## src/rtl/voice_allocator.sv

```systemverilog
// Note-on/note-off voice allocator driving NUM_VOICES tone generators (2-cycle note-on latency).
// Optional macro VOICE_STEAL_EN: when all voices are gated, steal the oldest instead of dropping.
module voice_allocator #(
    parameter int          NUM_VOICES = 4,
    parameter logic [15:0] FREQ_MIN   = 16'd20
) (
    input  logic                       clock,
    input  logic                       reset,
    input  logic                       on_valid,
    output logic                       on_ready,
    input  logic [6:0]                 on_note,
    input  logic [15:0]                on_freq,
    input  logic                       off_valid,
    input  logic [6:0]                 off_note,
    output logic [16*NUM_VOICES-1:0]   voice_freq,
    output logic [NUM_VOICES-1:0]      voice_gate,
    output logic [NUM_VOICES-1:0]      voice_restart,
    output logic                       drop
);

    localparam int IDX_W = $clog2(NUM_VOICES);

    typedef enum logic {IDLE, ALLOC} state_t;

    state_t state, state_next;

    logic [6:0]            lat_note;
    logic [15:0]           lat_freq;
    logic [15:0]           freq_q [NUM_VOICES];
    logic [6:0]            note_q [NUM_VOICES];
    logic [7:0]            age_q  [NUM_VOICES];
    logic [NUM_VOICES-1:0] gate_q;

    logic [NUM_VOICES-1:0] off_match;
    logic [NUM_VOICES-1:0] gate_after_off;
    logic                  hit_valid, free_valid, sel_valid;
    logic [IDX_W-1:0]      hit_idx, free_idx, old_idx, sel_idx;
    logic [7:0]            old_age;
    logic [15:0]           new_freq;

    // FSM: state register
    always_ff @(posedge clock or posedge reset) begin
        if (reset) state <= IDLE;
        else       state <= state_next;
    end

    // FSM: next state
    always_comb begin
        state_next = state;
        case (state)
            IDLE:    if (on_valid) state_next = ALLOC;
            ALLOC:   state_next = IDLE;
            default: state_next = IDLE;
        endcase
    end

    // FSM: outputs
    always_comb begin
        on_ready = (state == IDLE);
    end

    always_ff @(posedge clock or posedge reset) begin
        if (reset) begin
            lat_note <= '0;
            lat_freq <= '0;
        end else if (on_valid && on_ready) begin
            lat_note <= on_note;
            lat_freq <= on_freq;
        end
    end

    // A coincident note-off is applied before selection, so a voice it frees is reusable at once.
    always_comb begin
        off_match      = '0;
        hit_valid      = 1'b0;
        hit_idx        = '0;
        free_valid     = 1'b0;
        free_idx       = '0;
        old_idx        = '0;
        old_age        = age_q[0];
        sel_valid      = 1'b0;
        sel_idx        = '0;
        for (int i = 0; i < NUM_VOICES; i++)
            off_match[i] = off_valid && gate_q[i] && (note_q[i] == off_note);
        gate_after_off = gate_q & ~off_match;
        for (int i = NUM_VOICES - 1; i >= 0; i--) begin
            if (gate_after_off[i] && note_q[i] == lat_note) begin
                hit_valid = 1'b1;
                hit_idx   = IDX_W'(i);
            end
            if (!gate_after_off[i]) begin
                free_valid = 1'b1;
                free_idx   = IDX_W'(i);
            end
        end
        // Strict compare keeps the lowest index on equal ages.
        for (int i = 1; i < NUM_VOICES; i++) begin
            if (age_q[i] > old_age) begin
                old_age = age_q[i];
                old_idx = IDX_W'(i);
            end
        end
        if (hit_valid) begin
            sel_valid = 1'b1;
            sel_idx   = hit_idx;
        end else if (free_valid) begin
            sel_valid = 1'b1;
            sel_idx   = free_idx;
        end else begin
`ifdef VOICE_STEAL_EN
            sel_valid = 1'b1;
            sel_idx   = old_idx;
`else
            sel_valid = 1'b0;
            sel_idx   = '0;
`endif
        end
        new_freq = (lat_freq < FREQ_MIN) ? FREQ_MIN : lat_freq;
    end

    // NOTE: voice state is a handful of registers, not a RAM, so it is reset like any other flop.
    always_ff @(posedge clock or posedge reset) begin
        if (reset) begin
            gate_q        <= '0;
            voice_restart <= '0;
            drop          <= 1'b0;
            for (int i = 0; i < NUM_VOICES; i++) begin
                freq_q[i] <= FREQ_MIN;
                note_q[i] <= '0;
                age_q[i]  <= '0;
            end
        end else begin
            voice_restart <= '0;
            drop          <= 1'b0;
            gate_q        <= gate_after_off;
            if (state == ALLOC) begin
                if (sel_valid) begin
                    gate_q[sel_idx]        <= 1'b1;
                    freq_q[sel_idx]        <= new_freq;
                    note_q[sel_idx]        <= lat_note;
                    voice_restart[sel_idx] <= 1'b1;
                    for (int i = 0; i < NUM_VOICES; i++) begin
                        if (i == int'(sel_idx))    age_q[i] <= '0;
                        else if (age_q[i] != 8'hFF) age_q[i] <= age_q[i] + 8'd1;
                    end
                end else begin
                    drop <= 1'b1;
                end
            end
        end
    end

    always_comb begin
        voice_gate = gate_q;
        for (int i = 0; i < NUM_VOICES; i++)
            voice_freq[16*i +: 16] = freq_q[i];
    end

endmodule

```

## config.mk

```make
export PLATFORM = sky130hd
export DESIGN_NAME = voice_allocator
export DESIGN_NICKNAME = d
export VERILOG_FILES = /design/src/rtl/voice_allocator.sv
export SDC_FILE = /design/constraint.sdc
export NUM_CORES = 1
export LEC_CHECK = 0
export CAP_MARGIN = 25
export CORE_AREA = 2 2 129 131
export CTS_BUF_LIST = sky130_fd_sc_hd__clkbuf_2
export CTS_CLUSTER_SIZE = 8
export DETAILED_ROUTE_END_ITERATION = 8
export DIE_AREA = 0 0 131 133
export DONT_BUFFER_PORTS = 1
export PLACE_DENSITY = 0.46
export SYNTH_ARGS = -nofsm -noshare
export SYNTH_HDL_FRONTEND = slang
export SYNTH_SLANG_ARGS = --single-unit
```

## constraint.sdc

```tcl
create_clock -name clock -period 7 [get_ports clock]
set_clock_uncertainty 0.1 [all_clocks]
set_input_delay 1.4 -clock clock [delete_from_list [all_inputs] [get_ports clock]]
set_output_delay 1.4 -clock clock [all_outputs]
set_load 0.02 [all_outputs]
```

Word level (Yosys, flattened, before mapping)
Cells that the tools add are included.
{"block": "word_totals", "inputBits": 34, "rom_bits": 0, "latch_bits": 0, "elab_cells": 85, "n_memories": 0, "output_inout_bits": 74, "regBits": 125, "ram_bits": 0}
{"block": "op_classes", "n_mux": 37, "n_reduce_logical": 16, "n_eq_ne": 8, "n_mul": 0, "bitwise_logic": 5, "addsub": 0, "magnitude_cmp": 5, "n_div": 0, "shifts": 0}
{"op": "64-bit bitwise mux", "count": 1}
{"op": "7-bit equality test", "count": 8}
{"op": "16-bit demux with 2-bit select", "count": 1}
{"op": "16-bit two-way mux", "count": 2}
{"op": "28-bit bitwise mux", "count": 1}
{"op": "2-bit two-way mux", "count": 10}
{"op": "16-bit by 5-bit < comparator with 1-bit output (second input constant)", "count": 1}
{"op": "4-bit two-way mux", "count": 4}
{"op": "1-bit logical AND", "count": 15}
{"op": "7-bit demux with 2-bit select", "count": 1}
{"op": "1-bit two-way mux", "count": 14}
{"op": "7-bit two-way mux", "count": 1}
{"op": "4-bit AND", "count": 1}
{"op": "4-bit NOT", "count": 1}
{"op": "4-bit OR", "count": 1}
{"op": "3-bit >= comparator (second input constant)", "count": 1}
{"op": "2-bit by 3-bit < comparator with 1-bit output (second input constant)", "count": 1}
{"op": "3-bit by 1-bit < comparator with 1-bit output (second input constant)", "count": 1}
{"op": "2-bit NOT with 3-bit output", "count": 1}
{"op": "1-bit demux with 2-bit select", "count": 1}
{"op": "2-bit by 1-bit >= comparator with 1-bit output (second input constant)", "count": 1}
{"op": "1-bit one-hot mux with 2 select lines", "count": 1}
{"op": "2-bit AND reduction", "count": 1}
{"op": "1-bit NOT", "count": 1}

Longest topological paths before layout
Gate-level depths: netlist of the first run.
{"block": "logic_depth", "depth_word": 17, "depth_mapped": 11, "ltp_nobuf": 9}

Worst setup path after synthesis of the first run
OpenSTA, ideal clock, no wires.
{"block": "synth_path", "kind": "in2reg", "start": "input port off_note[6]", "end": "register note_q[20] (netlist bit)", "cell_stages": 11, "path_slack_ps": 3441, "setup_time_ps": 125, "n_path_buf": 2, "t_required_ps": 6775, "arrival_ps": 3334, "path_cell_list": "buf_4 -> xnor2_1 -> nand4_1 -> o21ai_2 -> or3_1 -> nor2b_1 -> a21o_1 -> or2_1 -> buf_6 -> inv_2 -> mux2_2"}
{"block": "synth_between", "elab_chain_cells": 16, "elab_cells_between_ends": 42, "cone_classes": "order compare: 2; eq/ne: 4; mux: 23; bitwise: 3; reduce/logical: 10"}
{"element": "start: declaration", "line_no": "14", "rtl": "input logic [6:0] off_note,"}
{"element": "7-bit equality test", "line_no": "84", "rtl": "off_match[i] = off_valid && gate_q[i] && (note_q[i] == off_note);"}
{"element": "1-bit logical AND", "line_no": "84"}
{"element": "4-bit NOT (*)", "line_no": "85", "rtl": "gate_after_off = gate_q & ~off_match;"}
{"element": "4-bit AND (*)", "line_no": "85"}
{"element": "2-bit two-way mux (tied with other cells) (4 in a row)", "line_no": "91", "rtl": "if (!gate_after_off[i]) begin"}
{"element": "2-bit two-way mux (tied with other cells)", "line_no": "106", "rtl": "end else if (free_valid) begin"}
{"element": "2-bit two-way mux", "line_no": "103", "rtl": "if (hit_valid) begin"}
{"element": "2-bit NOT with 3-bit output (implied by the code)", "line_no": "140", "rtl": "note_q[sel_idx] <= lat_note;"}
{"element": "3-bit >= comparator (implied by the code) or 3-bit by 1-bit < comparator with 1-bit output (tied branches)", "line_no": "140"}
{"element": "1-bit logical AND (implied by the code)", "line_no": "140"}
{"element": "7-bit two-way mux (implied by the code)", "line_no": "140"}
{"element": "7-bit demux with 2-bit select", "line_no": "140"}
{"element": "28-bit bitwise mux", "line_no": "140"}
{"element": "end signal: indexed assignment", "line_no": "140"}
{"element": "end: declaration", "line_no": "30", "rtl": "logic [6:0] note_q [NUM_VOICES];"}
Mark *: on every way between the ends. The rest lies on a longest branch, timed or not.
A chain may end at the register's enable or synchronous reset.

Worst setup path after layout of the first run
{"block": "layout_path", "start": "input port off_note[3]", "end": "register freq_q, in the netlist voice_freq[13]"}
{"block": "layout_between", "elab_chain_cells": 16, "elab_cells_between_ends": 42, "cone_classes": "order compare: 2; eq/ne: 4; mux: 23; bitwise: 3; reduce/logical: 10"}
{"element": "7-bit equality test", "line_no": "84"}
{"element": "1-bit logical AND", "line_no": "84"}
{"element": "4-bit NOT (*)", "line_no": "85"}
{"element": "4-bit AND (*)", "line_no": "85"}
{"element": "2-bit two-way mux (tied with other cells) (4 in a row)", "line_no": "91"}
{"element": "2-bit two-way mux (tied with other cells)", "line_no": "106"}
{"element": "2-bit two-way mux", "line_no": "103"}
{"element": "2-bit NOT with 3-bit output (implied by the code)", "line_no": "139", "rtl": "freq_q[sel_idx] <= new_freq;"}
{"element": "3-bit >= comparator (implied by the code) or 3-bit by 1-bit < comparator with 1-bit output (tied branches)", "line_no": "139"}
{"element": "1-bit logical AND (implied by the code)", "line_no": "139"}
{"element": "16-bit two-way mux (implied by the code)", "line_no": "139"}
{"element": "16-bit demux with 2-bit select", "line_no": "139"}
{"element": "64-bit bitwise mux", "line_no": "139"}
{"element": "end signal: indexed assignment", "line_no": "139"}
{"element": "end: declaration", "line_no": "29", "rtl": "logic [15:0] freq_q [NUM_VOICES];"}
Marks and branches as above.

==> impl_metrics.py, run 1 <==
metrics = {
    "outcome": {
        "outcome": "complete, no violations",
    },
    "yosys": {
        "syn_avg_cell_area_um2": 14.27,
        "synth_top_area_share_pct": 52.88,
        "async_flop_share_pct": 100.0,
        "synth-warning-count": 0,
        "synth.area.top_cells": "dfrtp_1, mux2_2, xnor2_1, dfstp_2, mux2_4",
        "synth.most_common_cell": "dfrtp_1",
        "ys_types": 36,
        "syn_area_um2": 5537,
        "yosysTopAreaCell": "dfrtp_1",
        "synth_seq_cells": 125,
        "syn-num-nets": 422,
        "synth_ff_type": "dfrtp_1",
        "synth-edff-count": 0,
        "yosysSeqAreaShare_pct": 56.68,
        "synth_common_cells": "dfrtp_1, mux2_2, xnor2_1",
        "syn_inst": 388,
    },
    "critical_path": {
        "cp_max_fo": 24,
        "rrSetupSlack_ns": 3.77,
        "cp.required_ns": 7.45,
        "crit_arrival_ns": 3.89,
        "worst_setup_path_end_kind": "register",
        "worstSetupPathType": "in -> reg",
        "start_kind": "input port",
    },
    "clock_tree": {
        "postCtsResizedCells": 0,
        "cts.sinks": 125,
        "numCtsBuffers": 17,
        "cts_tree": "yes",
        "cts_setup_buffers": 0,
        "holdBufCountCts": 0,
        "clk_pin_slew_worst_paths_ns": 0.19,
        "clk_latency_ns": 0.66,
        "clk_path_buf_depth": 2,
        "htreeDepth": 4,
        "cts_root_buf": "clkbuf_2",
    },
    "cells_and_area": {
        "fin_nets": 419,
        "drive_gt1_share_pct": 39.95,
        "finalNonFillerCells": 620,
        "final_area_um2": 5956,
        "syn_to_final_growth_pct": 7.571,
        "utilization_pct": 36.83,
    },
    "sta": {
        "slew_headroom_pct": 42.80,
        "hold_viol": 0,
        "rsz0062_at_grt": "false",
        "final.setup.tns_ns": 0,
        "finalCritPeriodShare_pct": 49.25,
        "worstMarginPinSlew_ns": 0.8570,
        "timing.final.crit_period_ns": 3.448,
        "setup_ws_ns": 3.552,
        "slew_violations": 0,
        "hold_ws_ns": 0.4290,
        "setup_viol": 0,
        "max_freq_mhz": 290.1,
    },
    "floorplan": {
        "die_w_um": 131,
        "rows": 47,
        "core_um2": 16170,
        "start_util_pct": 34.24,
        "io_pins": 108,
        "design.die.area_um2": 17420,
        "die_height_um": 133,
    },
    "place": {
        "io_buffers": 0,
        "dp_hpwl_mm": 8.878,
        "dpl-instance-area_um2": 5657,
        "place.gp.congestion": 0.8018,
        "place_ws_ns": 2.658,
        "place_inst": 585,
    },
    "routing": {
        "drtIter0Drc": 120,
        "drcViolationCount": 0,
        "totalWireLength_mm": 12.94,
        "antenna_left": 0,
        "via_count": 2985,
        "routedWlPerCell_um": 20.87,
        "detail_route.first_pass.iterations": 4,
        "routed_via_density": 4.815,
    },
    "global_routing": {
        "grt_pass1_wl_mm": 20.09,
        "grt-ovfl-total": 0,
        "grt_pass1_vias": 3258,
        "grt_use_total_pct": 15.77,
        "antenna_found_initial": 3,
        "grt_start_max_net_pins": 66,
    },
    "pwr": {
        "p_per_area_nw_per_um2": 476.6,
        "p_sw_share_pct": 39.17,
        "vdd_drop_max_uv": 222.7,
        "pwr-share-comb_pct": 25.7,
        "seq_power_share_pct": 56.1,
        "p_switching_mw": 1.112,
        "leakage_nw": 2.494,
        "internal-power_mw": 1.727,
        "total_power_mw": 2.838,
        "clockPowerShare_pct": 18.2,
    },
    "hold_path": {
        "hold_path.class": "reg -> reg",
    },
    "flow_run": {
        "drv_cap": 0,
    },
}
## worst paths after layout
check,from,to,cells after the start
setup / recovery,off_note[3],voice_freq[13]$_DFFE_PP0P_,8
hold / removal,lat_freq[1]$_DFFE_PP0P_,lat_freq[1]$_DFFE_PP0P_,1
setup reg to reg,lat_note[3]$_DFFE_PP0P_,note_q[13]$_DFFE_PP0P_,9
hold reg to reg,lat_freq[1]$_DFFE_PP0P_,lat_freq[1]$_DFFE_PP0P_,1
max in group asynchronous,reset,note_q[6]$_DFFE_PP0P_,2
min in group asynchronous,reset,note_q[23]$_DFFE_PP0P_,1
## power by group through the flow
stage	sequential (mW)	combinational [mW]	clock, mW
after floorplan	1.48	0.670	0
after global placement	1.62	0.718	0
after detailed placement	1.61	0.734	0
after CTS	1.60	0.737	0.543
after global routing	1.63	0.807	0.574
final	1.59	0.730	0.517
## placed cells by master (no fill, tap or decap), drive strengths merged, types with 4 or more instances in the layout
master,instances
and4,4
dfstp,8
bufinv,4
clkinv,6
nand3,4
xor2,4
mux2,115
xnor2,52
nand4,13
o21ai,8
clkbuf,18
inv,10
dfrtp,117
buf,4
## logic make-up after synthesis
| family | share of synthesized area, % |
|---|---|
| flip-flops | 56.68 |
| multiplexers | 24.00 |
| XOR/XNOR | 8.859 |
| AND/OR/NAND/NOR | 5.130 |
| buffers and inverters | 3.774 |
| AO/OA/AOI/OAI | 1.559 |
## final cells by class
cell class / count / area, µm²
Inverter: 7 / 28.78
Clock buffer: 18 / 90.09
Clock inverter: 14 / 188.9
Sequential cell: 125 / 3138
Tap cell: 220 / 275.3
Fill cell: 1550 / 10220
Timing Repair Buffer: 4 / 37.54
Multi-Input combinational cell: 230 / 2192
Antenna cell: 2 / 5.005
## layer usage
metal	wire length, µm	global-route usage (%)
met1	5426	19.72
met2	6330	24.84
met3	1023	6.874
met4	156	4.314
met5	0	0
## critical path, stage by stage
cell     delay [ns]
xnor2_1        0.14
nand4_1        0.15
o21ai_1        0.34
nor3b_1        0.10
o32ai_1        0.28
a21o_1         0.24
nand3_2        0.69
mux2_2         0.54
## state kept, by name (all words and copies together), names as in the netlist
| name | cells |
|---|---|
| drop | 1 |
| state | 1 |
| note_q | 28 |
| lat_freq | 16 |
| voice_gate | 4 |
| lat_note | 7 |
| voice_restart | 4 |
| voice_freq | 64 |
Power figures use the tool's default switching activity.
==> run 2, diff against run 1 <==
--- a/config.mk
+++ b/config.mk
@@ -12,7 +12,7 @@
 export DETAILED_ROUTE_END_ITERATION = 8
 export DIE_AREA = 0 0 131 133
 export DONT_BUFFER_PORTS = 1
-export PLACE_DENSITY = 0.46
+export PLACE_DENSITY = 0.47
 export SYNTH_ARGS = -nofsm -noshare
 export SYNTH_HDL_FRONTEND = slang
 export SYNTH_SLANG_ARGS = --single-unit
==> constraint.sdc (replaced) <==
create_clock -name clock -period 3.1 [get_ports clock]
set_clock_uncertainty 0.1 [all_clocks]
set_input_delay 0.62 -clock clock [delete_from_list [all_inputs] [get_ports clock]]
set_output_delay 0.62 -clock clock [all_outputs]
set_load 0.02 [all_outputs]
==> impl_metrics.py, run 2 (synthesis results as in run 1) <==
metrics = {
    "sta": {
        "setup_ws_ns": 0.3371,
        "max_freq_mhz": 361.9,
        "hold_ws_ns": 0.1104,
        "slew_headroom_pct": 49.65,
        "setup_viol": 0,
        "worstMarginPinSlew_ns": 0.7553,
        "final.setup.tns_ns": 0,
        "finalCritPeriodShare_pct": 89.13,
        "timing.final.crit_period_ns": 2.763,
        "hold_viol": 0,
        "rsz0062_at_grt": "false",
        "slew_violations": 0,
    },
    "cells_and_area": {
        "final_area_um2": 6195,
        "syn_to_final_growth_pct": 11.89,
        "layout_commonest_cell": "dfrtp_1",
        "drive_gt1_share_pct": 38.69,
        "utilization_pct": 38.31,
        "fin_nets": 450,
        "largest_reg_flops": 64,
        "nFillCells": 1591,
        "finalNonFillerCells": 650,
        "final_cell_mix": "dfrtp_1, mux2_2, xnor2_1, dlygate4sd3_1, clkbuf_2",
    },
    "critical_path": {
        "cp.required_ns": 3.56,
        "reg2regPathDepth": 9,
        "worstSetupPathType": "reg -> reg",
        "worst_setup_path_end_kind": "register",
        "crit_arrival_ns": 3.22,
        "start_kind": "register",
        "cp_max_fo": 14,
    },
    "routing": {
        "routedWlPerCell_um": 19.15,
        "detail_route.first_pass.iterations": 4,
        "totalWireLength_mm": 12.45,
        "via_count": 3090,
        "antenna_left": 0,
        "drtIter0Drc": 99,
        "routed_via_density": 4.754,
        "drcViolationCount": 0,
    },
    "floorplan": {
        "io_pins": 108,
        "die_w_um": 131,
        "core_um2": 16170,
        "start_util_pct": 34.24,
        "die_height_um": 133,
        "rows": 47,
        "design.die.area_um2": 17420,
    },
    "global_routing": {
        "grt-ovfl-total": 0,
        "grt_pass1_wl_mm": 20.06,
        "grt_use_total_pct": 15.52,
        "grt_start_max_net_pins": 126,
        "antenna_found_initial": 1,
        "grt_pass1_vias": 3430,
    },
    "outcome": {
        "outcome": "complete, no violations",
    },
    "clock_tree": {
        "cts_setup_buffers": 0,
        "cts_tree": "yes",
        "clk_latency_ns": 0.67,
        "numCtsBuffers": 17,
        "postCtsResizedCells": 0,
        "htreeDepth": 4,
        "clk_path_buf_depth": 2,
        "cts.sinks": 125,
        "clk_pin_slew_worst_paths_ns": 0.18,
        "cts_root_buf": "clkbuf_2",
        "holdBufCountCts": 24,
    },
    "flow_run": {
        "drv_cap": 0,
    },
    "pwr": {
        "vdd_drop_max_uv": 411.2,
        "p_per_area_nw_per_um2": 997.9,
        "leakage_nw": 2.590,
        "total_power_mw": 6.182,
    },
    "place": {
        "place_inst": 593,
        "place.gp.congestion": 0.8087,
        "place_ws_ns": 0.1418,
        "dp_hpwl_mm": 8.569,
        "io_buffers": 0,
        "dpl-instance-area_um2": 5743,
    },
    "hold_path": {
        "hold_path.class": "in -> reg",
        "hold_depth": 3,
    },
}
[run 2: cell types whose count changed in the layout (fill, tap and decap cells not counted), moves of 2 or more]
cell	delta
dlygate4sd3_1	+24
buf_4	+6
bufinv_16	-3
clkinvlp_4	+3
buf_12	+2
[run 2: worst paths after layout]
| path | startpoint | to | slack [ns] |
|---|---|---|---|
| max in group asynchronous | reset | voice_gate[1]$_DFF_PP0_ | 1.82 |
| max reg2reg | note_q[1]$_DFFE_PP0P_ | voice_freq[55]$_DFFE_PP0P_ | 0.34 |
| min reg2reg | lat_freq[1]$_DFFE_PP0P_ | lat_freq[1]$_DFFE_PP0P_ | 0.42 |
| min | off_valid | voice_gate[3]$_DFF_PP0_ | 0.11 |
| max | note_q[1]$_DFFE_PP0P_ | voice_freq[55]$_DFFE_PP0P_ | 0.34 |
| min in group asynchronous | reset | voice_freq[28]$_DFFE_PP0P_ | 0.43 |
[run 2: layer usage]
layer,GRT usage [%],part of all wire [%],vias up
met2,23.98,49,83
met3,6.187,7.0,10
met1,19.81,43,1598
met5,0,0,-
li1,-,-,1399
met4,5.201,1.1,0
[run 2: where the power goes]
part	switching [mW]	leakage [nW]	internal, mW
Sequential	1.20	1.49	2.34
Combinational	0.647	0.976	1.07
Clock	0.638	0.126	0.289
Total	2.48	2.59	3.70
[run 2: worst max-delay path: stages, from the launching register on]
cell	delay [ns]
dfrtp_1	0.45
xnor2_1	0.17
nand4_1	0.17
o21ai_2	0.29
nor3b_1	0.22
o32ai_1	0.11
a21o_1	0.25
or2_4	0.27
inv_2	0.25
mux2_2	0.38
[run 2: area by class of cell]
class                   instances  area [µm²]  share of cell area, %
diodes                          1       2.502                0.04040
multi-input cells             230        2192                  35.39
clock inverters                14       118.9                  1.919
well taps                     220       275.3                  4.444
clock buffers                  18       90.09                  1.454
repair buffers                 35       347.8                  5.615
inverters                       7       30.03                 0.4848
flip-flops and latches        125        3138                  50.66
